`config.mk`:
```
export PLATFORM = sky130hd
export DESIGN_NAME = rom_loader
export DESIGN_NICKNAME = d
export VERILOG_FILES = /design/src/rtl/rom_loader.sv
export SDC_FILE = /design/constraint.sdc
export NUM_CORES = 1
export LEC_CHECK = 0
export CORE_MARGIN = 5
export CORE_UTILIZATION = 60
export DETAILED_ROUTE_END_ITERATION = 12
export GPL_ROUTABILITY_DRIVEN = 0
export PLACE_DENSITY = 0.94
export SYNTH_ARGS = -nofsm -noshare
export SYNTH_HDL_FRONTEND = slang
export SYNTH_SLANG_ARGS = --single-unit
```
`constraint.sdc`:
```
create_clock -name clk_i -period 9.77 [get_ports clk_i]
set_input_delay 1.4655 -clock clk_i [delete_from_list [all_inputs] [get_ports clk_i]]
set_output_delay 1.4655 -clock clk_i [all_outputs]
set_load 0.02 [all_outputs]
```
`src/rtl/rom_loader.sv`:
```
// ============================================================================
// Module   : rom_loader
// Purpose  : Loads a length-prefixed little-endian byte stream into a 32-bit
//            ROM and holds the core in reset until the image is complete.
//            Define LOADER_CHECKSUM_EN to require a trailing 32-bit word sum.
// Revision : 1.0  initial release
// ============================================================================
`default_nettype none

module rom_loader #(
    parameter int          ROM_DEPTH = 4096,
    parameter logic [31:0] BASE_ADDR = 32'h0000_0000
) (
    input  logic        clk_i,
    input  logic        rst_i,
    input  logic        start_i,
    input  logic        byte_valid_i,
    input  logic [7:0]  byte_data_i,
    output logic        byte_ready_o,
    output logic        wen_o,
    output logic [31:0] waddr_o,
    output logic [31:0] wdata_o,
    output logic        busy_o,
    output logic        done_o,
    output logic        err_o,
    output logic        core_hold_o
);

    typedef enum logic [2:0] {
        S_IDLE  = 3'd0,
        S_LEN   = 3'd1,
        S_DATA  = 3'd2,
        S_WRITE = 3'd3,
`ifdef LOADER_CHECKSUM_EN
        S_CKSUM = 3'd4,
`endif
        S_DONE  = 3'd5,
        S_ERR   = 3'd6
    } state_t;

    localparam logic [31:0] DEPTH_W = 32'(ROM_DEPTH);

    // State entered once the last data word (or an empty image) is handled.
`ifdef LOADER_CHECKSUM_EN
    localparam state_t S_TAIL = S_CKSUM;
`else
    localparam state_t S_TAIL = S_DONE;
`endif

    state_t      state;
    state_t      next_state;
    logic [1:0]  byte_cnt;
    logic [31:0] shift_word;
    logic [31:0] word_count;
    logic [31:0] idx;
    logic        accept;
    logic        word_done;
    logic        start_ok;
    logic        last_idx;
    logic [31:0] full_word;
`ifdef LOADER_CHECKSUM_EN
    logic [31:0] sum;
`endif

    assign accept    = byte_valid_i && byte_ready_o;
    assign full_word = {byte_data_i, shift_word[31:8]};
    assign word_done = accept && (byte_cnt == 2'd3);
    assign start_ok  = start_i && ((state == S_IDLE) || (state == S_DONE) || (state == S_ERR));
    assign last_idx  = (idx + 32'd1) >= word_count;

    always_ff @(posedge clk_i or posedge rst_i) begin
        if (rst_i) begin
            state <= S_IDLE;
        end else begin
            state <= next_state;
        end
    end

    always_comb begin
        next_state   = state;
        byte_ready_o = 1'b0;
        wen_o        = 1'b0;
        waddr_o      = 32'd0;
        wdata_o      = 32'd0;
        busy_o       = 1'b0;
        done_o       = 1'b0;
        err_o        = 1'b0;
        core_hold_o  = 1'b1;
        case (state)
            S_IDLE: begin
                if (start_i) next_state = S_LEN;
            end
            S_LEN: begin
                byte_ready_o = 1'b1;
                busy_o       = 1'b1;
                if (word_done) begin
                    if (full_word > DEPTH_W)     next_state = S_ERR;
                    else if (full_word == 32'd0) next_state = S_TAIL;
                    else                         next_state = S_DATA;
                end
            end
            S_DATA: begin
                byte_ready_o = 1'b1;
                busy_o       = 1'b1;
                if (word_done) next_state = S_WRITE;
            end
            S_WRITE: begin
                busy_o     = 1'b1;
                wen_o      = 1'b1;
                waddr_o    = BASE_ADDR + (idx << 2);
                wdata_o    = shift_word;
                next_state = last_idx ? S_TAIL : S_DATA;
            end
`ifdef LOADER_CHECKSUM_EN
            S_CKSUM: begin
                byte_ready_o = 1'b1;
                busy_o       = 1'b1;
                if (word_done) next_state = (full_word == sum) ? S_DONE : S_ERR;
            end
`endif
            S_DONE: begin
                done_o      = 1'b1;
                core_hold_o = 1'b0;
                if (start_i) next_state = S_LEN;
            end
            S_ERR: begin
                err_o = 1'b1;
                if (start_i) next_state = S_LEN;
            end
            default: next_state = S_IDLE;
        endcase
    end

    // Bytes shift in from the top so the first byte lands in bits 7:0.
    always_ff @(posedge clk_i or posedge rst_i) begin
        if (rst_i) begin
            byte_cnt   <= 2'd0;
            shift_word <= 32'd0;
            word_count <= 32'd0;
            idx        <= 32'd0;
        end else if (start_ok) begin
            byte_cnt <= 2'd0;
            idx      <= 32'd0;
        end else begin
            if (accept) begin
                byte_cnt   <= byte_cnt + 2'd1;
                shift_word <= full_word;
                if (word_done && (state == S_LEN)) word_count <= full_word;
            end
            if (state == S_WRITE) idx <= idx + 32'd1;
        end
    end

`ifdef LOADER_CHECKSUM_EN
    always_ff @(posedge clk_i or posedge rst_i) begin
        if (rst_i) begin
            sum <= 32'd0;
        end else if (start_ok) begin
            sum <= 32'd0;
        end else if (state == S_WRITE) begin
            sum <= sum + shift_word;
        end
    end
`endif

endmodule

`default_nettype wire

```
# After elaboration in Yosys (flattened, before gate mapping)
# Cells that the tools add are included.
[op_classes]
muxes = 19
n_bitwise = 1
reduce_logical = 16
eq_ne = 9
add_sub_neg = 2
magnitude_cmp = 2
[ops]
columns = ["cell", "count"]
rows = [
  ["$mux 32", 4],
  ["$add 32x1->32 const B", 1],
  ["$ge 32x32->1", 1],
  ["$gt 32x13->1 const B", 1],
  ["$logic_not 32->1", 1],
  ["$mux 3", 6],
  ["$pmux 3 s4", 1],
  ["$eq 3x2->1 const B", 2],
  ["$eq 3x3->1 const B", 2],
  ["$mux 1", 6],
  ["$reduce_and 3->1", 2],
  ["$reduce_or 3->1", 2],
  ["$logic_and 1x1->1", 4],
  ["$mux 2", 2],
  ["$ne 2x2->1 const B", 2],
  ["$reduce_bool 2->1", 2],
  ["$eq 3x1->1 const B", 1],
  ["$logic_not 3->1", 1],
  ["$add 2x1->2 const B", 1],
  ["$eq 2x2->1 const B", 1],
  ["$logic_or 1x1->1", 2],
  ["$ne 2x1->1 const B", 1],
  ["$reduce_and 2->1", 1],
  ["$reduce_or 2->1", 1],
  ["$not 1->1", 1],
]
[totals]
reg_bits = 101
word_cells = 54
input_bits = 12
output_inout_bits = 70

# Longest topological paths before layout
# Gate-level depths: netlist of run 1.
[depth]
depth_word = 7
mapped_depth = 14
depth_no_buf = 12

# Least setup slack after synthesis of run 1
# OpenSTA, ideal clock, no wires.
[synth_path]
kind = "reg-to-reg"
start = "reg idx[7]"
end = "reg state[1]"
period_less_slack_ps = 3039
n_path_buf = 3
setup_ps = 136
path_slack_ps = 6731
t_required_ps = 9634
stages_incl_launch_ff = 14
arrival_time_ps = 2903
path_cell_list = "dfrtp_1 buf_2 and4_1 and4_1 buf_6 buf_2 nand2_1 xnor2_1 ha_1 nand4_1 or4_1 o32ai_1 o21a_1 o211ai_1"
[synth_via]
elab_chain_len = 4
[synth_lines]
columns = ["item", "line_no", "rtl"]
rows = [
  ["from (decl)", "55", "logic [31:0] idx;"],
  ["from (signal assigned)", "150", "if (state == S_WRITE) idx <= idx + 32'd1;"],
  ["$add 32x1->32", "69", "assign last_idx = (idx + 32'd1) >= word_count;"],
  ["$ge 32x32->1", "69", ""],
  ["$mux 3", "112", "next_state = last_idx ? S_TAIL : S_DATA;"],
  ["$pmux 3 s4", "89", "case (state)"],
  ["to (signal assigned)", "75", "state <= next_state;"],
  ["to (decl)", "50", "state_t state;"],
]
# Every way passes these cells.
# A chain may end at the register's enable or synchronous reset.

# Worst setup path after layout of run 1
[layout_path]
start = "reg state[2]"
end = "out waddr_o[28]"
[layout_via]
elab_chain_len = 2
[layout_lines]
columns = ["item", "line_no", "rtl"]
rows = [
  ["$eq 3x2->1", "89", ""],
  ["$mux 32", "89", ""],
  ["to (decl)", "21", "output logic [31:0] waddr_o,"],
]
# Every way passes these cells.

==> results of run 1 <==
## worst paths after layout
path	startpoint	to	slack, ns	cells past startpoint
hold / removal	shift_word[7]	shift_word[7]	0.51	1
min in group asynchronous	rst_i	shift_word[2]	1.39	2
hold reg to reg	shift_word[7]	shift_word[7]	0.51	1
setup / recovery	state[2]	waddr_o[28]	5.32	6
setup reg to reg	idx[7]	state[1]	5.87	10
max in group asynchronous	rst_i	byte_cnt[1]	7.12	3
## per-layer routing
layer  global-route usage, %  share of wire (%)  wire length, um
met4                   11.17                3.7              572
met3                   5.908                5.9              914
met2                   44.70                 53             8192
met1                   28.93                 37             5732
met5                       0                  0                0
## layout make-up
type	instances	area [um^2]	share of cell area, %
Timing Repair Buffer	84	828.3	11.65
Inverter	42	160.2	2.253
Clock inverter	7	127.6	1.795
Multi-Input combinational cell	474	3176	44.67
Sequential cell	101	2527	35.55
Tap cell	133	166.4	2.341
Clock buffer	9	123.9	1.742
## metrics by stage
stage | worst slack (ns) | area, um^2 | utilization, % | instances
3_3_place_gp | 5.893 | 6858 | 69.84 | 834
2_1_floorplan | 5.657 | 6057 | - | 658
3_5_place_dp | 5.794 | 6858 | 69.84 | 834
4_1_cts | 5.372 | 7109 | 72.40 | 850
5_1_grt | 5.151 | 7109 | 72.40 | 850
6_report | 5.324 | 7109 | 72.40 | 850
## kinds of logic (layout without fill, tap and decap cells)
kind of cell,count (synthesis),after routing,share of synthesized area (%)
and+or+nand+nor,252,252,22.16
DFF,101,101,41.75
buffers and inverters,83,142,5.850
muxes,32,32,5.953
AOI/OAI and AO/OA,116,116,11.70
other,1,2,0.06195
adders and majority gates,34,34,7.028
xor gates and xnor gates,38,38,5.498
## power by group through the flow
| stage | Clock, mW | Sequential, mW | Combinational, mW |
|---|---|---|---|
| finish | 0.332 | 0.710 | 0.651 |
| global placement | 0 | 0.701 | 0.587 |
| detailed placement | 0 | 0.711 | 0.638 |
| global route | 0.351 | 0.726 | 0.714 |
| CTS | 0.334 | 0.705 | 0.648 |
| floorplan | 0 | 0.648 | 0.468 |
## flip-flops by register name, indices dropped and copies added, names as in the netlist
name and count:
word_count 32, shift_word 32, byte_cnt 2, idx 32
state 3
## Yosys cell counts, types with 7 or more instances
master    number  area [um^2]
nor2_1        27        101.4
xor2_1        16        140.1
a31oi_1        8        50.05
and2_1        63        394.1
o21ai_0       52        260.3
and3_1         7        43.79
nor4_1         8        50.05
dfrtp_1      101         2527
clkbuf_1      21        78.83
a21oi_1       19        95.09
nand2_1       76        285.3
xnor2_1       22        192.7
inv_1         42        157.7
nand3_1       26        130.1
mux2_2        32        360.4
buf_2         12        60.06
ha_1          34        425.4
nand4_1       15        93.84
## worst max-delay path, cell delays in order (launching register included)
cell and delay [ns]:
dfrtp_1 0.49, nand3b_1 0.20, buf_4 0.26, inv_2 0.20
buf_4 0.52, and2_1 0.24, clkdlybuf4s50_1 0.61
==> run_results.csv, run 1 <==
group,metric,value,unit
outcome,status,"finished clean",
drt,drt_iter0_markers,443,
sta,rsz0062_at_grt,"false",
hold_path,hold_class,"reg2reg",
sta,finalHoldViolations,0,
global_route,antenna_found_initial,0,
sta,fin_crit,4.446,ns
finish,drive_gt1_share,8.089,%
power,power_leakage,3.127,nW
cts,cts_setup_buffers,0,
setup_path,end_kind,"output pin",
synthesis,seq_area_frac_synth,41.75,%
power,total_power,1.693,mW
drt,routedWlPerCell,18.13,um
setup_path,cp.required,8.30,ns
cts,cts.sinks,101,
cts,cts.path.max_buffers,2,
drt,drc,0,
cts,cts.hold.buffers_added,0,
sta,setup_tns,0,ns
setup_path,criticalPathCategory,"reg2out",
sta,clock_skew,0.01080,ns
setup_path,critPathArrivalTime,2.98,ns
synthesis,synth_warnings,0,
cts,cts_resized,0,
finish,final_common_cell,"dfrtp_1",
drt,vias_per_cell,6.161,
die,die_area,12200,um^2
sta,slew_viol_final,0,
die,dieWidth,110.4,um
power,seqPwrFrac,41.9,%
power,power_density,238.1,nW/um^2
synthesis,synth_seq_cells,101,
synthesis,netlist_area,6053,um^2
run,cap_viol_max_count,0,
finish,final_nets,758,
cts,clock_latency,0.38,ns
drt,wl,15.41,mm
drt,vias,5237,
power,p_switching,664.6,uW
sta,setup_viol,0,
finish,fillerInstances,708,
finish,diodes,0,
placement,place_hpwl,10.88,mm
cts,cts_buffers,9,
die,fp.dieH,110.4,um
synthesis,syn_inst,657,
die,initial_core_util,61.65,%
drt,firstDrtPassIters,5,
power,combPwrFrac,38.4,%
power,p_int,1.028,mW
synthesis,avgSynthCellArea,9.214,um^2
sta,whs,0.5113,ns
finish,syn2layout_area_growth,17.45,%
global_route,grt_pass1_wl,25.62,mm
cts,htree_levels,3,
sta,period_share,45.50,%
sta,timing.fmax,224.9,MHz
synthesis,synth_ff_type,"dfrtp_1",
global_route,grt_max_degree,76,
synthesis,synth-edff-count,0,
cts,path_clk_slew,0.10,ns
synthesis,post_synth_num_cell_types,52,
global_route,grt_pass1_vias,5310,
synthesis,async_reset_ff_share,100.0,%
power,power_frac_clock,19.6,%
finish,final_cell_mix,"dfrtp_1 (101), clkdlybuf4s50_1 (79), nand2_1 (76)",
global_route,grt.total_usage,25.24,%
setup_path,cp_max_fo,74,
placement,port_buffers,79,
power,switching_share,39.26,%
power,vdd_ir_drop_max,138.9,uV
sta,worst_slew_pin_slew,1.202,ns
die,core_area,9819,um^2
cts,cts_tree,"done",
setup_path,startpoint_type,"flip-flop",
cts,cts-root-buf,"clkbuf_8",
sta,slew-limit-headroom,19.83,%
drt,drtAntennaViolNets,0,
die,core.rowCount,36,
global_route,grt_overflow,0,
die,ios,82,
(Power assumes the default switching activity.)
==> run 2: changes to the inputs <==
--- a/config.mk
+++ b/config.mk
@@ -6,10 +6,10 @@
 export NUM_CORES = 1
 export LEC_CHECK = 0
 export CORE_MARGIN = 5
-export CORE_UTILIZATION = 60
+export CORE_UTILIZATION = 56
 export DETAILED_ROUTE_END_ITERATION = 12
 export GPL_ROUTABILITY_DRIVEN = 0
-export PLACE_DENSITY = 0.94
+export PLACE_DENSITY = 0.89
 export SYNTH_ARGS = -nofsm -noshare
 export SYNTH_HDL_FRONTEND = slang
 export SYNTH_SLANG_ARGS = --single-unit
==> constraint.sdc (replaced) <==
create_clock -name clk_i -period 4.5 [get_ports clk_i]
set_input_delay 0.675 -clock clk_i [delete_from_list [all_inputs] [get_ports clk_i]]
set_output_delay 0.675 -clock clk_i [all_outputs]
set_load 0.02 [all_outputs]
==> run 2 against run 1 <==
Sequential share of layout area grew 0.18 points; clock skew grew 0.0039 ns; clock-buffer cell count grew 1; hold slack is essentially flat; via count shrank 2.4%; die area grew 6.5%; combinational power grew 120%; critical path depth grew 5; non-clock buffer count grew 4; first-iteration DRC count shrank 14%; setup slack lost 4.3 ns.
==> run_results.csv, run 2 (synthesis gave the netlist of run 1 again) <==
group,metric,value,unit
cts,cts_tree,"done",
die,dieWidth,114.0,um
finish,final_cell_mix,"dfrtp_1 (101), clkdlybuf4s50_1 (79), nand2_1 (76)",
drt,drc,0,
die,initial_core_util,56.58,%
drt,firstDrtPassIters,5,
setup_path,worst-path-buf-inv,0,
sta,fin_crit,3.509,ns
sta,setup_tns,0,ns
cts,path_clk_slew,0.10,ns
setup_path,critPathArrivalTime,3.80,ns
run,cap_viol_max_count,0,
sta,slew_viol_final,0,
die,ios,82,
cts,cts_resized,0,
drt,drt_iter0_markers,383,
cts,cts.sinks,101,
placement,place_hpwl,11.18,mm
setup_path,critPathSlowestCell,"dfrtp_1",
setup_path,startpoint_type,"flip-flop",
drt,drtAntennaViolNets,0,
sta,whs,0.5111,ns
setup_path,end_kind,"flip-flop",
placement,pre_cts_ws,1.133,ns
sta,period_share,77.98,%
cts,htree_levels,3,
cts,cts_buffers,9,
drt,vias,5112,
cts,cts.path.max_buffers,2,
sta,rsz0062_at_grt,"false",
cts,cts-root-buf,"clkbuf_8",
finish,fin_area,7074,um^2
setup_path,cp.required,4.79,ns
sta,finalHoldViolations,0,
outcome,status,"finished clean",
sta,layout_setup_ws,0.9908,ns
setup_path,cp_max_fo,11,
setup_path,crit_start,"idx[8]",
power,power_density,494.8,nW/um^2
global_route,grt.total_usage,24.32,%
global_route,antenna_found_initial,0,
finish,diodes,0,
drt,vias_per_cell,5.944,
sta,setup_viol,0,
drt,routedWlPerCell,17.83,um
finish,final_nets,762,
power,total_power,3.501,mW
finish,syn2layout_area_growth,16.87,%
die,core.rowCount,38,
finish,drive_gt1_share,8.472,%
sta,worst_slew_pin_slew,1.005,ns
global_route,grt_max_degree,67,
power,power_leakage,3.107,nW
hold_path,hold_class,"reg2reg",
cts,cts_setup_buffers,0,
setup_path,slowest_delay,0.49,ns
sta,slew-limit-headroom,32.98,%
global_route,grt_overflow,0,
global_route,grt_pass1_vias,5158,
setup_path,rr_startpoint,"idx[8]",
finish,reg_top3,"idx (32), shift_word (32), word_count (32)",
hold_path,holdCritStartpoint,"shift_word[3]",
sta,clock_skew,0.01466,ns
cts,clock_latency,0.38,ns
die,die_area,12990,um^2
cts,cts.hold.buffers_added,0,
setup_path,criticalPathCategory,"reg2reg",
global_route,grt_pass1_wl,25.53,mm
drt,wl,15.34,mm
die,fp.dieH,114.0,um
setup_path,critPathTopFamily,"simple AND/OR/NAND/NOR gates",
die,core_area,10700,um^2
setup_path,crit_path_cell_trace,"and4_1 -> and4_1 -> nand3_4 -> nor2_1 -> xor2_1 -> ha_1 -> and2_1 -> a221o_1 -> a221oi_1 -> o211ai_1 -> o211ai_1",
power,vdd_ir_drop_max,313.0,uV
sta,timing.fmax,285.0,MHz
placement,port_buffers,79,
finish,final_common_cell,"dfrtp_1",
placement,dpl_cell_area,6895,um^2
-- run 2: final cells by class --
| class | count | area (um^2) |
|---|---|---|
| Clock buffer | 10 | 137.6 |
| Clock inverter | 5 | 41.29 |
| Fill cell | 834 | 3623 |
| Inverter | 42 | 158.9 |
| Multi-Input combinational cell | 474 | 3176 |
| Sequential cell | 101 | 2527 |
| Tap cell | 140 | 175.2 |
| Timing Repair Buffer | 88 | 858.3 |
-- run 2: worst paths after layout --
path,end,slack [ns],depth (start not counted)
setup reg to reg,state[1],0.99,11
max in group asynchronous,idx[17],3.06,3
hold reg to reg,shift_word[3],0.51,1
hold / removal,shift_word[3],0.51,1
setup / recovery,state[1],0.99,11
min in group asynchronous,shift_word[4],0.71,3
-- run 2: metrics by stage --
step / cells / util (%)
floorplan: 658 / -
global placement: 845 / 64.46
detailed placement: 845 / 64.46
CTS: 860 / 66.13
global route: 860 / 66.13
finish: 860 / 66.13
-- run 2: layer usage --
layer  track usage [%]  vias up  routed length (um)
met4             7.363        0                 335
met2             43.60      176                8067
li1                  -     2380                   -
met5                 0        -                   0
met3             3.448       34                 780
met1             30.39     2522                6152
-- run 2: power breakdown --
group,switching [mW],internal [mW]
Combinational,0.797,0.612
Clock,0.335,0.219
Sequential,0.297,1.24
==> run 3: changes to the inputs <==
--- a/config.mk
+++ b/config.mk
@@ -6,10 +6,10 @@
 export NUM_CORES = 1
 export LEC_CHECK = 0
 export CORE_MARGIN = 5
-export CORE_UTILIZATION = 56
+export CORE_UTILIZATION = 50
 export DETAILED_ROUTE_END_ITERATION = 12
 export GPL_ROUTABILITY_DRIVEN = 0
-export PLACE_DENSITY = 0.89
+export PLACE_DENSITY = 0.85
 export SYNTH_ARGS = -nofsm -noshare
 export SYNTH_HDL_FRONTEND = slang
 export SYNTH_SLANG_ARGS = --single-unit
==> constraint.sdc (replaced) <==
create_clock -name clk_i -period 3.1 [get_ports clk_i]
set_input_delay 0.465 -clock clk_i [delete_from_list [all_inputs] [get_ports clk_i]]
set_output_delay 0.465 -clock clk_i [all_outputs]
set_load 0.02 [all_outputs]
==> run 3 against run 2 <==
Hold slack worse by 0.0098 ns; global-route usage down 1.2 points; core utilization down 2.2 points; critical path type unchanged; critical endpoint unchanged.
==> run_results.csv, run 3 (synthesis gave the netlist of run 1 again) <==
group,metric,value,unit
outcome,status,"finished clean",
setup_path,critPathArrivalTime,3.36,ns
run,cap_viol_max_count,0,
global_route,grt.total_usage,23.16,%
sta,worst_slew_pin_slew,0.8488,ns
setup_path,rr_startpoint,"idx[5]",
power,p_int,3.446,mW
cts,cts.hold.buffers_added,0,
power,total_power,5.672,mW
hold_path,hold_class,"reg2reg",
cts,htree_levels,3,
setup_path,cp.required,3.36,ns
sta,period_share,99.86,%
setup_path,slowest_delay,0.38,ns
setup_path,critPathSlowestCell,"dfrtp_1",
global_route,grt_overflow,0,
setup_path,startpoint_type,"flip-flop",
power,switching_share,39.25,%
power,p_switching,2.226,mW
sta,slew_viol_final,0,
sta,fin_crit,3.096,ns
sta,timing.fmax,323.0,MHz
finish,multiInputGateArea,3263,um^2
finish,drive_gt1_share,15.92,%
setup_path,cp_max_fo,7,
die,die_area,14410,um^2
sta,setup_viol,0,
hold_path,holdPathEnd,"idx[21]",
sta,finalHoldViolations,0,
setup_path,criticalPathCategory,"reg2reg",
cts,cts-root-buf,"clkbuf_16",
die,dieWidth,120.0,um
drt,wl,16.56,mm
power,combPwrFrac,38.8,%
sta,rsz0062_at_grt,"true",
drt,drtAntennaViolNets,0,
setup_path,r2r-end,"state[1]",
global_route,antenna_found_initial,0,
sta,slew-limit-headroom,43.41,%
drt,drt_iter0_markers,428,
finish,diodes,0,
die,ios,82,
finish,fin_util,63.92,%
placement,place_hpwl,11.31,mm
hold_path,holdCritStartpoint,"idx[21]",
setup_path,crit_path_cell_trace,"buf_4 -> nand3_1 -> nor3_4 -> buf_4 -> nand4_1 -> xnor2_1 -> ha_1 -> and2_1 -> a221o_1 -> a221oi_2 -> o211ai_1 -> o211ai_1",
power,seqPwrFrac,39.7,%
cts,cts_tree,"done",
hold_path,hold_depth,1,
die,initial_core_util,50.61,%
cts,path_clk_slew,0.08,ns
finish,syn2layout_area_growth,26.31,%
finish,fin_area,7646,um^2
die,core_area,11960,um^2
global_route,grt_max_degree,102,
global_route,grt_pass1_vias,5568,
die,fp.dieH,120.0,um
sta,clock_skew,0.008163,ns
drt,routedWlPerCell,18.26,um
finish,final_common_cell,"dfrtp_1",
finish,final_nets,801,
cts,clock_latency,0.35,ns
setup_path,rr_worst_depth,12,
cts,cts_buffers,9,
finish,final_cell_mix,"dfrtp_1 (94), clkdlybuf4s50_1 (79), nand2_1 (76)",
drt,vias_per_cell,6.020,
placement,port_buffers,79,
power,power_leakage,3.396,nW
cts,cts.path.max_buffers,2,
setup_path,reg2reg_slack,0.004,ns
finish,reg_top3,"idx (32), shift_word (32), word_count (32)",
drt,firstDrtPassIters,5,
global_route,grt_pass1_wl,27.14,mm
finish,fillerInstances,922,
placement,dpl_cell_area,7127,um^2
power,power_density,741.8,nW/um^2
setup_path,end_kind,"flip-flop",
power,vdd_ir_drop_max,376.0,uV
finish,register_area,2536,um^2
drt,vias,5460,
cts,cts.sinks,101,
drt,drc,0,
power,power_frac_clock,21.6,%
die,core.rowCount,40,
run 3: stage by stage:
step,hold slack [ns],setup TNS [ns],setup WS [ns],cells
global placement,0.4804,0,0.05193,878
CTS,0.5048,0,0.03407,895
detailed placement,0.4864,-0.1263,-0.07729,878
floorplan,0.4659,0,0.06082,658
global route,0.5196,-0.2755,-0.1183,907
finish,0.5013,0,0.004293,907
run 3: worst max-delay path: cells and delay by family, from the launching register on:
family / cells / cell delay [ns]
compound gates: 4 / 0.97
xor+xnor: 1 / 0.24
fa+ha+maj: 1 / 0.26
buf+inv: 2 / 0.35
flops: 1 / 0.38
simple gates: 4 / 0.79
run 3: how the worst max path moves through the flow:
| stage | start | end | cells after the start |
|---|---|---|---|
| after floorplan | idx[7] | state[1] | 13 |
| after CTS | idx[0] | state[1] | 12 |
| final | idx[5] | state[1] | 12 |
| after detailed placement | idx[1] | state[1] | 11 |
| after global routing | idx[1] | state[1] | 12 |
| after global placement | idx[1] | state[1] | 12 |
run 3: per-layer routing:
metal  global-route usage (%)  vias up  share of wire [%]
li1                         -     2470                  -
met1                    27.33     2639                 38
met2                    40.89      287                 52
met3                    3.864       64                6.3
met4                    11.02        0                3.7
met5                        0        -                  0
run 3: area by class of cell:
class	count	area share [%]
Multi-Input combinational cell	474	42.68
Sequential cell	101	33.17
Timing Repair Buffer	127	15.38
Clock buffer	9	2.946
Tap cell	147	2.405
Inverter	42	2.111
Clock inverter	7	1.309
run 3: timing repair:
item                                    4_1_cts  5_1_grt
cloned                                        0        0
setup buffers                                 1       12
pin swaps                                     2       14
endpoints found under the setup margin        3        3
gates resized for setup                       8       19
endpoints found under the hold margin         0        0
run 3: power by group through the flow:
| stage | combinational (mW) | sequential, mW | clock, mW |
|---|---|---|---|
| after floorplan | 1.47 | 2.04 | 0 |
| after global routing | 2.41 | 2.30 | 1.29 |
| final | 2.20 | 2.25 | 1.22 |
| after CTS | 2.14 | 2.22 | 1.23 |
| after detailed placement | 2.07 | 2.25 | 0 |
| after global placement | 1.96 | 2.21 | 0 |
